**config.mk**
```make
export PLATFORM = sky130hd
export DESIGN_NAME = fan_speed_ctrl
export DESIGN_NICKNAME = d
export VERILOG_FILES = /design/src/rtl/fan_speed_ctrl.sv
export SDC_FILE = /design/constraint.sdc
export NUM_CORES = 1
export LEC_CHECK = 0
export BUFFER_PORTS_ARGS = -buffer_cell sky130_fd_sc_hd__buf_2
export CORE_MARGIN = 2
export CORE_UTILIZATION = 50
export CTS_CLUSTER_DIAMETER = 50
export DETAILED_ROUTE_END_ITERATION = 10
export GPL_ROUTABILITY_DRIVEN = 0
export GPL_TIMING_DRIVEN = 0
export PLACE_DENSITY = 0.78
export SLEW_MARGIN = 10
export SYNTH_ARGS = -nofsm -noshare
export SYNTH_HDL_FRONTEND = slang
export SYNTH_SLANG_ARGS = --single-unit
```
**constraint.sdc**
```tcl
create_clock -name CLK -period 2.97 [get_ports CLK]
set_clock_uncertainty 0.2 [all_clocks]
set_input_delay 0.594 -clock CLK [delete_from_list [all_inputs] [get_ports CLK]]
set_output_delay 0.594 -clock CLK [all_outputs]
set_load 0.005 [all_outputs]
```
**src/rtl/fan_speed_ctrl.sv**
```systemverilog
// Temperature-driven fan level selector feeding flex_counter_if; steps one level at a time with a dwell between steps.
// Optional downward hysteresis is enabled by defining FAN_HYST_EN.
module fan_speed_ctrl #(
    parameter logic [7:0]  T_LOW        = 8'd40,
    parameter logic [7:0]  T_MED        = 8'd60,
    parameter logic [7:0]  T_HIGH       = 8'd80,
    parameter logic [7:0]  HYST         = 8'd4,
    parameter int unsigned DWELL_CYCLES = 16,
    parameter logic [6:0]  ROLL_1       = 7'd30,
    parameter logic [6:0]  ROLL_2       = 7'd60,
    parameter logic [6:0]  ROLL_3       = 7'd90
) (
    input  logic       CLK,
    input  logic       nRST,
    input  logic       temp_valid,
    input  logic [7:0] temp_data,
    output logic       temp_ready,
    output logic [1:0] fan_speed,
    output logic [6:0] rollover_val,
    output logic       sign,
    output logic       speed_change
);

    localparam int unsigned DW = $clog2(DWELL_CYCLES + 1);

    // With hysteresis off the margin collapses to zero, making down and up thresholds identical.
`ifdef FAN_HYST_EN
    localparam logic [7:0] HYST_EFF = HYST;
`else
    localparam logic [7:0] HYST_EFF = HYST & 8'd0;
`endif
    localparam logic [7:0] D_LOW  = (T_LOW  >= HYST_EFF) ? 8'(T_LOW  - HYST_EFF) : 8'd0;
    localparam logic [7:0] D_MED  = (T_MED  >= HYST_EFF) ? 8'(T_MED  - HYST_EFF) : 8'd0;
    localparam logic [7:0] D_HIGH = (T_HIGH >= HYST_EFF) ? 8'(T_HIGH - HYST_EFF) : 8'd0;

    typedef enum logic [1:0] {IDLE, EVAL, STEP, DWELL} state_t;

    state_t          state;
    logic [7:0]      sample;
    logic [1:0]      target;
    logic [DW-1:0]   dwell;
    logic            pending;

    logic [1:0]      up_tgt_c;
    logic [1:0]      dn_tgt_c;
    logic [1:0]      target_c;
    logic [1:0]      lvl_nxt_c;
    logic            accept_c;

    function automatic logic [6:0] roll_of(input logic [1:0] lvl);
        case (lvl)
            2'd1:    roll_of = ROLL_1;
            2'd2:    roll_of = ROLL_2;
            2'd3:    roll_of = ROLL_3;
            default: roll_of = 7'd0;
        endcase
    endfunction

    // Target level: rising uses the raw thresholds, falling uses the (possibly lowered) ones.
    always_comb begin
        up_tgt_c = 2'd0;
        dn_tgt_c = 2'd0;
        if (sample >= T_HIGH)     up_tgt_c = 2'd3;
        else if (sample >= T_MED) up_tgt_c = 2'd2;
        else if (sample >= T_LOW) up_tgt_c = 2'd1;
        if (sample >= D_HIGH)     dn_tgt_c = 2'd3;
        else if (sample >= D_MED) dn_tgt_c = 2'd2;
        else if (sample >= D_LOW) dn_tgt_c = 2'd1;
        if (up_tgt_c >= fan_speed)     target_c = up_tgt_c;
        else if (dn_tgt_c < fan_speed) target_c = dn_tgt_c;
        else                           target_c = fan_speed;
        lvl_nxt_c = (target > fan_speed) ? 2'(fan_speed + 2'd1) : 2'(fan_speed - 2'd1);
        accept_c  = temp_valid && temp_ready;
    end

    always_ff @(posedge CLK or negedge nRST) begin
        if (!nRST) begin
            state        <= IDLE;
            sample       <= 8'd0;
            target       <= 2'd0;
            dwell        <= '0;
            pending      <= 1'b0;
            temp_ready   <= 1'b1;
            fan_speed    <= 2'd0;
            rollover_val <= 7'd0;
            sign         <= 1'b1;
            speed_change <= 1'b0;
        end else begin
            speed_change <= 1'b0;
            case (state)
                IDLE: begin
                    if (accept_c) begin
                        sample     <= temp_data;
                        state      <= EVAL;
                        temp_ready <= 1'b0;
                    end
                end
                EVAL: begin
                    target <= target_c;
                    if (target_c != fan_speed) begin
                        state <= STEP;
                    end else begin
                        state      <= IDLE;
                        temp_ready <= 1'b1;
                    end
                end
                STEP: begin
                    fan_speed    <= lvl_nxt_c;
                    rollover_val <= roll_of(lvl_nxt_c);
                    sign         <= (target > fan_speed);
                    speed_change <= 1'b1;
                    dwell        <= DW'(DWELL_CYCLES);
                    state        <= DWELL;
                    temp_ready   <= 1'b1;
                end
                DWELL: begin
                    if (accept_c) sample <= temp_data;
                    // Counter hitting zero on this edge ends the dwell, giving DWELL_CYCLES+1 step spacing.
                    if (dwell <= DW'(1)) begin
                        dwell <= '0;
                        if (pending || accept_c) begin
                            pending    <= 1'b0;
                            state      <= EVAL;
                            temp_ready <= 1'b0;
                        end else if (target != fan_speed) begin
                            state      <= STEP;
                            temp_ready <= 1'b0;
                        end else begin
                            state <= IDLE;
                        end
                    end else begin
                        dwell <= DW'(dwell - DW'(1));
                        if (accept_c) pending <= 1'b1;
                    end
                end
                default: begin
                    state      <= IDLE;
                    temp_ready <= 1'b1;
                end
            endcase
        end
    end

endmodule

```
==> results.cfg <==
[yosys]
ys_warn_count = 0
synth-edff-count = 0
avgSynthCellArea_um2 = 10.5
syn-cell-area_um2 = 1500
syn-num-nets = 170
yosysUniqueCellTypes = 38
yosysTopAreaCellShare_pct = 40.0
yosysTopAreaCell = dfrtp_1
netlist_instances = 143
ys_seq_elements = 26
synth_ff_type = dfrtp_1
ys_seq_area_share_pct = 43.5
ys_top_cells_by_area = dfrtp_1 (40%), ha_1 (13%), mux2_2 (8.2%)
ys_async_sr_fraction_pct = 100

[power_and_ir_drop]
p_leak_uw = 0.000801
power_density_nw_per_um2 = 1130
power.total_uw = 1880
peakVddDrop_mv = 0.598

[global_routing]
antenna_found_initial = 0
grt_max_degree = 27
grt_pass1_wl_mm = 4.60
overflow = 0
grt_pass1_vias = 1070
grt.total_usage_pct = 17.2

[final_layout]
areaGrowthSynthToFinish_pct = 11.0
nNetsFinal = 193
nFillCells = 233
final_core_util_pct = 59.5
drive_gt1_share_pct = 26.7
fin_area_um2 = 1670
num_antenna_cells = 0

[setup_path]
path_depth = 9
end_kind = flip-flop
crit_family = flip-flops
cp_data_required_time_ps = 3000
r2r_start = fan_speed[0]
critPathBufInv = 1
cp_slowest_cell = dfrtp_1
arrival_ps = 2480
r2r_cells = 9
critical_path.cell_chain = ha_1 > nand2_1 > o21ai_0 > xnor2_1 > inv_1 > ha_1 > nor2_1 > nor2_1 > mux2_2
crit_path_end = rollover_val[1]
r2r-end = rollover_val[1]
path_class = flip-flop to flip-flop
crit_start = fan_speed[0]
critPathMaxFanout = 8
reg2reg_slack_ps = 520
max_stage_delay_ps = 520
crit_path_start_kind = flip-flop

[route]
dr.max_layer_used = met4
totalWireLength_mm = 2.69
routed_via_density = 5.43
drcViolationCount = 0
wl_met3_um = 44
drtIter0Drc = 34
wl_met2_mm = 1.36
detail-route-antenna-nets = 0
avgRoutedWirePerCell_um = 13.7
m1WireLength_mm = 1.27
vias = 1064
firstDrtPassIters = 4

[timing]
max_slew.worst_pin.slew_ps = 580
fmax_ghz = 0.408
drv_slew = 0
final.setup.tns_ps = 0
rsz0062_at_grt = no
fin_ws_ps = 520
hold_violations = 0
setup_viol_count_final = 0
min_period_ps = 2450
slew_headroom_pct = 61.4
period_share_pct = 82.5

[clock_tree]
path_clk_slew_ps = 150
cts_made_buffers = 3
cts_setup_buffers = 0
htree_levels = 1
cts_sinks = 26
cts_tree = yes
cts-root-buf = clkbuf_4
cts_hold_buffers = 0
cts_resized = 0
clk_latency_ps = 320
cts_buffer_depth = 2

[die]
die_h_um = 58.8
num_io_pins = 23
rows = 19
die_w_um = 58.8
fp.coreArea_um2 = 2810
start_util_pct = 53.6
die_area_um2 = 3460

[placed_design]
place_area_um2 = 1630
dpl_worst_slack_ps = 504
dp_hpwl_mm = 2.06
portBuffers = 18

[flow_run]
drv_cap = 0

[outcome]
status = completed

[min_path]
min-delay-path-class = primary input to async pin
## per-stage QoR
stage,cells,hold WS [ps]
2_1_floorplan,143,98.4
3_3_place_gp,192,256
3_5_place_dp,192,265
4_1_cts,196,60.6
5_1_grt,196,85.5
6_report,196,45.2
## registers in the layout (all words and copies together), names as in the netlist
name          flops
dwell             5
fan_speed         2
pending           1
rollover_val      5
sample            6
sign              1
speed_change      1
state             2
target            2
temp_ready        1
## metal layers
metal	track usage (%)	vias up
li1	-	536
met1	21.5	517
met2	30.2	9
met3	2.86	2
met4	5.52	0
met5	0	-
## power breakdown
part | switching [uW] | internal, uW
sequential | 135 | 525
clock | 107 | 74.9
combinational | 538 | 497
## synth_stat cells (3+ instances only)
library cell,number
a21oi_1,9
buf_2,3
dfrtp_1,24
ha_1,16
inv_1,13
mux2_2,11
mux2i_1,4
nand2_1,8
nand3_1,5
nor2_1,7
nor2b_1,3
o21ai_0,9
## worst min-delay path by stage
stage,startpoint,end,cells after the start
after floorplan,nRST,dwell[0],0
after global placement,sign,sign,2
after detailed placement,sign,sign,2
after CTS,nRST,speed_change,1
after global routing,nRST,rollover_val[4],1
final,nRST,rollover_val[5],1
## cells in the final DEF (no fill, tap or decap), drive strengths merged, types with 2 or more instances in the layout
master | Yosys | layout
nor2 | 8 | 8
a21o | 2 | 2
a21oi | 9 | 9
clkbuf | 1 | 5
inv | 13 | 13
nor2b | 3 | 3
dfstp | 2 | 2
mux2 | 11 | 11
ha | 16 | 16
xnor2 | 2 | 2
o211ai | 2 | 2
dfrtp | 24 | 24
nand3 | 5 | 5
nand2 | 8 | 8
mux2i | 4 | 4
buf | 5 | 23
o21ai | 9 | 9
## cell families after synthesis
family / after synthesis / synth area share (%)
xor+xnor: 3 / 1.75
other cells: 1 / 0.250
flops: 26 / 43.5
compound gates: 33 / 14.4
buf+inv: 19 / 5.58
fa+ha+maj: 16 / 13.3
simple gates: 30 / 10.3
mux: 15 / 10.9
## layout make-up
type	count	area, um^2	share of cell area (%)
Buffer	6	35.0	2.10
Clock buffer	4	36.3	2.18
Inverter	13	48.8	2.93
Multi-Input combinational cell	98	766	45.9
Sequential cell	26	653	39.2
Tap cell	31	38.8	2.33
Timing Repair Buffer	18	90.1	5.40
(Power assumes the default switching activity.)
